[config.mk]
export PLATFORM = sky130hd
export DESIGN_NAME = blur_frame_ctrl
export DESIGN_NICKNAME = d
export VERILOG_FILES = /design/src/rtl/blur_frame_ctrl.sv
export SDC_FILE = /design/constraint.sdc
export NUM_CORES = 1
export LEC_CHECK = 0
export ABC_AREA = 1
export CAP_MARGIN = 5
export CORE_UTILIZATION = 45
export CTS_BUF_LIST = sky130_fd_sc_hd__clkbuf_4 sky130_fd_sc_hd__clkbuf_8 sky130_fd_sc_hd__clkbuf_16
export DETAILED_ROUTE_END_ITERATION = 10
export GPL_ROUTABILITY_DRIVEN = 0
export GPL_TIMING_DRIVEN = 0
export PLACE_DENSITY = 0.68
export SYNTH_ARGS = -nofsm -noshare
export SYNTH_HDL_FRONTEND = slang
export SYNTH_SLANG_ARGS = --single-unit
[constraint.sdc]
create_clock -name clk -period 2.79 [get_ports clk]
set_input_delay 0.279 -clock clk [delete_from_list [all_inputs] [get_ports clk]]
set_output_delay 0.279 -clock clk [all_outputs]
set_load 0.05 [all_outputs]
[src/rtl/blur_frame_ctrl.sv]
// Frame sequencer for gaussian_blur: clears the core, streams one raster frame from the
// source RAM into it, captures every core output into the destination RAM, then reports done/err.
module blur_frame_ctrl #(
  parameter int unsigned IMG_W   = 256,
  parameter int unsigned IMG_H   = 256,
  parameter int unsigned NPIX    = IMG_W * IMG_H,
  parameter int unsigned OUT_PIX = IMG_W * IMG_H,
  parameter int unsigned ADDR_W  = 16,
  parameter int unsigned TIMEOUT = 1024
) (
  input  logic              clk,
  input  logic              rst,
  input  logic              start,
  input  logic              abort,
  input  logic              hold,
  output logic              busy,
  output logic              done,
  output logic              err,
  output logic              rd_en,
  output logic [ADDR_W-1:0] rd_addr,
  input  logic [7:0]        rd_data,
  output logic              core_rst,
  output logic [7:0]        core_pixel,
  output logic              core_valid,
  input  logic [7:0]        core_out,
  input  logic              core_out_valid,
  output logic              wr_en,
  output logic [ADDR_W-1:0] wr_addr,
  output logic [7:0]        wr_data
);

  // out_cnt gets one extra bit so it can hold OUT_PIX itself when OUT_PIX == 2**ADDR_W
  localparam int unsigned CNT_W = ADDR_W + 1;
  localparam int unsigned TMR_W = 16;

  localparam logic [ADDR_W-1:0] LAST_RD   = ADDR_W'(NPIX - 1);
  localparam logic [CNT_W-1:0]  OUT_LIMIT = CNT_W'(OUT_PIX);
  localparam logic [TMR_W-1:0]  TMO_LAST  = TMR_W'(TIMEOUT - 1);

  typedef enum logic [2:0] {
    S_IDLE,
    S_CLEAR,
    S_FEED,
    S_DRAIN,
    S_DONE
  } state_t;

  state_t            state_q, state_d;
  logic              busy_q, busy_d;
  logic              done_q, done_d;
  logic              err_q, err_d;
  logic              rd_en_q, rd_en_d;
  logic [ADDR_W-1:0] rd_addr_q, rd_addr_d;
  logic              core_rst_q, core_rst_d;
  logic              core_valid_q, core_valid_d;
  logic              wr_en_q, wr_en_d;
  logic [ADDR_W-1:0] wr_addr_q, wr_addr_d;
  logic [7:0]        wr_data_q, wr_data_d;
  logic [ADDR_W-1:0] rd_idx_q, rd_idx_d;
  logic [CNT_W-1:0]  out_cnt_q, out_cnt_d;
  logic [TMR_W-1:0]  timer_q, timer_d;

  // Next-state, counters and output values
  always_comb begin
    state_d      = state_q;
    done_d       = 1'b0;
    err_d        = err_q;
    rd_en_d      = 1'b0;
    rd_addr_d    = rd_addr_q;
    core_rst_d   = 1'b0;
    core_valid_d = rd_en_q;
    wr_en_d      = 1'b0;
    wr_addr_d    = wr_addr_q;
    wr_data_d    = wr_data_q;
    rd_idx_d     = rd_idx_q;
    out_cnt_d    = out_cnt_q;
    timer_d      = timer_q;

    if ((state_q == S_FEED || state_q == S_DRAIN) && core_out_valid) begin
      if (out_cnt_q < OUT_LIMIT) begin
        wr_en_d   = 1'b1;
        wr_addr_d = out_cnt_q[ADDR_W-1:0];
        wr_data_d = core_out;
        out_cnt_d = out_cnt_q + CNT_W'(1);
      end else begin
        err_d = 1'b1;
      end
    end

    case (state_q)
      S_IDLE: begin
        if (start) begin
          err_d      = 1'b0;
          core_rst_d = 1'b1;
          rd_idx_d   = '0;
          out_cnt_d  = '0;
          timer_d    = '0;
          state_d    = S_CLEAR;
        end
      end
      S_CLEAR: begin
        rd_idx_d  = '0;
        out_cnt_d = '0;
        timer_d   = '0;
        state_d   = S_FEED;
      end
      S_FEED: begin
        if (!hold) begin
          rd_en_d   = 1'b1;
          rd_addr_d = rd_idx_q;
          if (rd_idx_q == LAST_RD) begin
            state_d = S_DRAIN;
          end else begin
            rd_idx_d = rd_idx_q + ADDR_W'(1);
          end
        end
      end
      S_DRAIN: begin
        timer_d = timer_q + TMR_W'(1);
        if (out_cnt_q == OUT_LIMIT) begin
          done_d  = 1'b1;
          state_d = S_DONE;
        end else if (timer_q == TMO_LAST) begin
          err_d   = 1'b1;
          done_d  = 1'b1;
          state_d = S_DONE;
        end
      end
      S_DONE: begin
        state_d = S_IDLE;
      end
      default: begin
        state_d = S_IDLE;
      end
    endcase

    // Abort overrides everything computed above and leaves err and the RAM buses untouched
    if (abort) begin
      state_d      = S_IDLE;
      done_d       = 1'b0;
      err_d        = err_q;
      rd_en_d      = 1'b0;
      rd_addr_d    = rd_addr_q;
      core_rst_d   = 1'b0;
      core_valid_d = 1'b0;
      wr_en_d      = 1'b0;
      wr_addr_d    = wr_addr_q;
      wr_data_d    = wr_data_q;
      out_cnt_d    = out_cnt_q;
    end

    busy_d = (state_d != S_IDLE);
  end

  always_ff @(posedge clk) begin
    if (rst) begin
      state_q      <= S_IDLE;
      busy_q       <= 1'b0;
      done_q       <= 1'b0;
      err_q        <= 1'b0;
      rd_en_q      <= 1'b0;
      rd_addr_q    <= '0;
      core_rst_q   <= 1'b1;
      core_valid_q <= 1'b0;
      wr_en_q      <= 1'b0;
      wr_addr_q    <= '0;
      wr_data_q    <= '0;
      rd_idx_q     <= '0;
      out_cnt_q    <= '0;
      timer_q      <= '0;
    end else begin
      state_q      <= state_d;
      busy_q       <= busy_d;
      done_q       <= done_d;
      err_q        <= err_d;
      rd_en_q      <= rd_en_d;
      rd_addr_q    <= rd_addr_d;
      core_rst_q   <= core_rst_d;
      core_valid_q <= core_valid_d;
      wr_en_q      <= wr_en_d;
      wr_addr_q    <= wr_addr_d;
      wr_data_q    <= wr_data_d;
      rd_idx_q     <= rd_idx_d;
      out_cnt_q    <= out_cnt_d;
      timer_q      <= timer_d;
    end
  end

  assign busy       = busy_q;
  assign done       = done_q;
  assign err        = err_q;
  assign rd_en      = rd_en_q;
  assign rd_addr    = rd_addr_q;
  assign core_rst   = core_rst_q;
  assign core_valid = core_valid_q;
  assign wr_en      = wr_en_q;
  assign wr_addr    = wr_addr_q;
  assign wr_data    = wr_data_q;

  // The source RAM output register is the pixel stage, so the pixel is forwarded in the
  // cycle its read returns; gating keeps it at zero whenever no pixel is being presented.
  assign core_pixel = core_valid_q ? rd_data : 8'h00;

endmodule
==> results of run 1 <==
-- registers in the layout, summed over array words and instances (netlist names) --
| signal | count |
|---|---|
| core_valid | 1 |
| wr_en | 1 |
| wr_addr | 16 |
| core_rst | 1 |
| busy | 1 |
| done | 1 |
| wr_data | 8 |
| state_q | 3 |
| err | 1 |
| rd_addr | 16 |
| timer_q | 16 |
| rd_en | 1 |
| rd_idx_q | 16 |
| out_cnt_q | 17 |
-- how the worst max path moves through the flow --
stage,endpoint,startpoint,depth (start not counted),slack (ns)
after floorplan,rd_idx_q[3],rd_idx_q[0],9,1.23
after CTS,core_pixel[2],core_valid,4,0.54
after global routing,core_pixel[2],core_valid,4,0.44
after global placement,core_pixel[2],rd_data[2],4,0.87
final,core_pixel[3],core_valid,4,0.58
after detailed placement,core_pixel[2],rd_data[2],4,0.85
-- logic make-up (layout without fill, tap and decap cells) --
kind of cell / after synthesis / in the layout / synth area share, %
AND/OR/NAND/NOR: 366 / 366 / 33.1
AO/OA/AOI/OAI: 122 / 122 / 13.5
buffers and inverters: 111 / 199 / 9.39
flip-flops: 99 / 99 / 41.7
XOR/XNOR: 7 / 7 / 1.29
adder cells (fa/ha/maj): 4 / 4 / 1.05
-- power by group --
part	leakage, nW	internal (mW)	switching (mW)
clock	0.0968	0.438	0.477
combinational	1.41	0.0604	0.111
sequential	0.798	1.42	0.00731
-- routing by layer --
metal | global-route usage, % | vias to the layer above
met5 | 0 | -
met4 | 8.95 | 0
met3 | 6.49 | 21
met2 | 38.5 | 109
met1 | 29.9 | 2156
li1 | - | 2443
-- synth_stat cells, types with 5 or more instances --
cell,n
nor2_1,108
nor3_1,13
xor2_1,5
inv_2,11
nand3_1,39
nand2_1,167
inv_1,79
clkbuf_1,9
a21oi_1,65
o21ai_1,11
buf_2,6
o21ai_0,38
nand4_1,19
dfxtp_1,99
-- through the flow --
step	cells	setup slack, ns	power, mW
after floorplan	709	1.23	1.56
after global placement	919	0.871	1.63
after detailed placement	919	0.851	1.63
after CTS	933	0.540	2.55
after global routing	933	0.441	2.62
final	933	0.584	2.51
-- cell type report --
type / count / area (um2)
Clock buffer: 12 / 146
Sequential cell: 99 / 1980
Inverter: 91 / 342
Multi-Input combinational cell: 499 / 2330
Timing Repair Buffer: 74 / 741
Fill cell: 1026 / 4420
Buffer: 20 / 105
Tap cell: 136 / 170
Clock inverter: 2 / 38.8
-- worst max-delay path: cells and delay by family (launching register included) --
kind          cells  cell delay [ns]
buf+inv           3             1.12
simple gates      1             0.09
flops             1             0.34
==> results.json, run 1 <==
{
  "yosysSeqAreaShare_pct": 41.7,
  "antenna_found_initial": 0,
  "netlist_instances": 709,
  "drt-met1-wl_um": 5660,
  "layout_common_cells": "nand2_1, nor2_1, dfxtp_1",
  "synth_cell_type_count": 35,
  "critical_path.slowest_cell": "clkdlybuf4s50_1",
  "hpwl_um": 9410,
  "p_leak_nw": 2.30,
  "tightest_slew_ns": 0.608,
  "core_mm2": 0.0103,
  "fin_setup_tns_ns": 0,
  "yosys.area.top_type": "dfxtp_1",
  "ys_seq_elements": 99,
  "worstPathRequired_ns": 2.51,
  "peakVddDrop_v": 0.000256,
  "ys_dominant_reg_cell": "dfxtp_1",
  "maxCapViolCount": 0,
  "die_x_um": 105,
  "synth_edf_count": 0,
  "status": "completed",
  "first_iter_violations": 281,
  "maxSlewHeadroom_pct": 59.5,
  "drc": 0,
  "post-route-min-period_ns": 2.21,
  "yosys_warnings": 0,
  "dpl-instance-area_mm2": 0.00567,
  "r2r_start": "rd_idx_q[0]",
  "finalSetupViolCount": 0,
  "htreeDepth": 3,
  "fmax_ghz": 0.453,
  "cts_tree": "done",
  "dr.max_layer_used": "met4",
  "min_to": "wr_data[3]",
  "track_usage_pct": 23.7,
  "vias_per_cell": 5.07,
  "avgSynthCellArea_um2": 6.71,
  "arrival_ns": 1.93,
  "path_max_fanout": 8,
  "hold_start": "rst",
  "max_stage_delay_ns": 0.79,
  "reg2reg_depth": 9,
  "io_pins": 77,
  "cp-end-kind": "output port",
  "postLayoutCoreUtil_pct": 57.0,
  "cts_setup_buffers": 0,
  "cts.repair.resized": 0,
  "final_layout_size_suffix_gt1_share_pct": 6.65,
  "overflow": 0,
  "clockRootBuffer": "clkbuf_8",
  "port_buffers": 74,
  "grt_max_degree": 15,
  "vias": 4729,
  "grt_pass1_wl_um": 20700,
  "start_kind": "flop",
  "crit_chain": "clkbuf_1, nand2_1, inv_1, clkdlybuf4s50_1",
  "ff2ff_setup_slack_ns": 0.94,
  "netlist_area_mm2": 0.00476,
  "clock_latency_ns": 0.37,
  "power.density_mw_per_mm2": 430,
  "grt_pass1_vias": 4415,
  "whs_ns": 0.300,
  "synthArstFlopShare_pct": 0,
  "final_common_cell": "nand2_1",
  "final_area_mm2": 0.00585,
  "yosys-top-cells-area": "dfxtp_1, nand2_1, nor2_1, a21oi_1, inv_1",
  "hold_path_depth": 2,
  "dr_wl_met3_um": 616,
  "syn_to_final_growth_pct": 23.0,
  "die_h_um": 105,
  "dr.pass1.iters": 5,
  "rsz0062_at_grt": "false",
  "dieArea_mm2": 0.0110,
  "ctsHoldBuffers": 0,
  "start_util_pct": 46.3,
  "skew_ns": 0.00608,
  "r2r_end": "rd_idx_q[12]",
  "clk_path_buf_depth": 2,
  "diodes": 0,
  "nets": 820,
  "fp-row-count": 37,
  "wl_per_cell_um": 13.2,
  "wl_met2_um": 5710,
  "finalHoldViolCount": 0,
  "synthesis.nets": 735,
  "fin_crit_sh_pct": 79.1,
  "final_antenna_net_count": 0,
  "cts_num_sinks": 99,
  "path_clk_slew_ns": 0.09,
  "numCtsBuffers": 9,
  "drv_slew": 0,
  "hp-class": "in2reg",
  "wl_um": 12300,
  "critical_path_class": "reg2out",
  "yosysTopAreaCellShare_pct": 41.7
}
(Power assumes the default switching activity.)
==> run 2, diff against run 1 <==
==> constraint.sdc (replaced) <==
create_clock -name clk -period 2.24 [get_ports clk]
set_input_delay 0.224 -clock clk [delete_from_list [all_inputs] [get_ports clk]]
set_output_delay 0.224 -clock clk [all_outputs]
set_load 0.05 [all_outputs]
==> run 2 against run 1 <==
Net effect:
- count of clock-buffer cells in the layout unchanged
- global-route usage unchanged
- wire length rose by 0.19%
- die area stayed put
- clock power grew 25%
- setup slack lost 0.50 ns
- total power increased by 25%
- critical path type unchanged
- critical endpoint is now core_pixel[5]
- highest routed layer unchanged
==> results.json, run 2 (synthesis results as in run 1) <==
{
  "wl_per_cell_um": 13.2,
  "io_pins": 77,
  "final_common_cell": "nand2_1",
  "arrival_ns": 1.93,
  "critical_path.slowest_cell": "clkdlybuf4s50_1",
  "port_buffers": 74,
  "whs_ns": 0.245,
  "grt_max_degree": 15,
  "antenna_found_initial": 0,
  "final_area_mm2": 0.00587,
  "crit_chain": "clkbuf_1, nand2_1, inv_1, clkdlybuf4s50_1",
  "regMostFlops": "out_cnt_q",
  "fp-row-count": 37,
  "dpl-instance-area_mm2": 0.00567,
  "nets": 820,
  "die_x_um": 105,
  "first_iter_violations": 278,
  "wl_um": 12300,
  "dr.pass1.iters": 5,
  "final_antenna_net_count": 0,
  "finalHoldViolCount": 0,
  "die_h_um": 105,
  "peakVddDrop_v": 0.000318,
  "p_leak_nw": 2.43,
  "status": "completed",
  "path_buf_inv": 3,
  "postLayoutCoreUtil_pct": 57.1,
  "path_clk_slew_ns": 0.09,
  "hp-class": "in2reg",
  "cp-end-kind": "output port",
  "layout_common_cells": "nand2_1, nor2_1, dfxtp_1",
  "vias_per_cell": 5.06,
  "hpwl_um": 9410,
  "post-route-min-period_ns": 2.16,
  "fin_crit_sh_pct": 96.3,
  "diodes": 0,
  "power.total_mw": 3.13,
  "syn_to_final_growth_pct": 23.4,
  "cts_num_sinks": 99,
  "start_util_pct": 46.3,
  "skew_ns": 0.00458,
  "cts_setup_buffers": 0,
  "grt_pass1_wl_um": 20700,
  "overflow": 0,
  "power.density_mw_per_mm2": 534,
  "clock_latency_ns": 0.37,
  "fillers": 1027,
  "fmax_ghz": 0.464,
  "dpl_worst_slack_ns": 0.411,
  "core_mm2": 0.0103,
  "path_delay_family": "buffers and inverters",
  "drv_slew": 0,
  "setup_ws_ns": 0.0825,
  "start_kind": "flop",
  "grt_pass1_vias": 4415,
  "worstPathRequired_ns": 2.02,
  "clk_path_buf_depth": 2,
  "finalSetupViolCount": 0,
  "maxSlewHeadroom_pct": 58.7,
  "vias": 4718,
  "dp_cells": 919,
  "max_stage_delay_ns": 0.81,
  "htreeDepth": 3,
  "dieArea_mm2": 0.0110,
  "critical_path_class": "reg2out",
  "drc": 0,
  "maxCapViolCount": 0,
  "final_layout_size_suffix_gt1_share_pct": 6.65,
  "numCtsBuffers": 9,
  "cts_tree": "done",
  "instances_no_fill": 933,
  "path_max_fanout": 8,
  "fin_setup_tns_ns": 0,
  "track_usage_pct": 23.7,
  "largest_reg_flops": 17,
  "clockRootBuffer": "clkbuf_8",
  "tightest_slew_ns": 0.619
}
==> run 2: cell types whose count changed in the layout (fill, tap and decap cells not counted) <==
cell,delta
clkdlybuf4s50_1,-7
dlymetal6s2s_1,+7
==> run 2: layout make-up <==
type,instances,area (um2),area share (%)
Multi-Input combinational cell,499,2330,39.7
Sequential cell,99,1980,33.8
Timing Repair Buffer,74,758,12.9
Inverter,91,342,5.82
Tap cell,136,170,2.90
Clock buffer,12,146,2.49
Buffer,20,105,1.79
Clock inverter,2,38.8,0.661
==> run 2: repair_timing <==
action / 4_1_cts / 5_1_grt
gates resized for setup: 0 / 7
setup endpoints to repair: 0 / 7
hold buffers: 0 / 0
==> run 2: per-layer routing <==
layer,global-route usage (%),share of wire [%],vias to the layer above
met5,0,0,-
met4,8.95,2.7,0
met3,6.49,5.2,21
met2,38.5,46,113
met1,29.9,46,2141
li1,-,-,2443
==> run 2: worst reg2reg max path: stages (launching register included) <==
cell and delay [ns]:
dfxtp_1 0.44, ha_1 0.27, nand3_1 0.20, nor2_2 0.19, nand3_2 0.14, nand3_4 0.14, inv_2 0.05, buf_4 0.17
nand2_1 0.07, a21oi_1 0.06
==> run 2: path summary, 6_finish.rpt <==
kind / slack, ns / cells after the start / from / to
worst min-delay path: 0.24 / 2 / rst / wr_data[3]
worst min register to register: 0.46 / 2 / err / err
worst max-delay path: 0.08 / 4 / core_valid / core_pixel[5]
worst max register to register: 0.38 / 9 / rd_idx_q[0] / rd_idx_q[12]
==> run 2: power by group <==
group          internal (mW)  switching [mW]
logic                 0.0752           0.138
registers               1.77         0.00908
clock network          0.545           0.597
total                   2.39           0.744
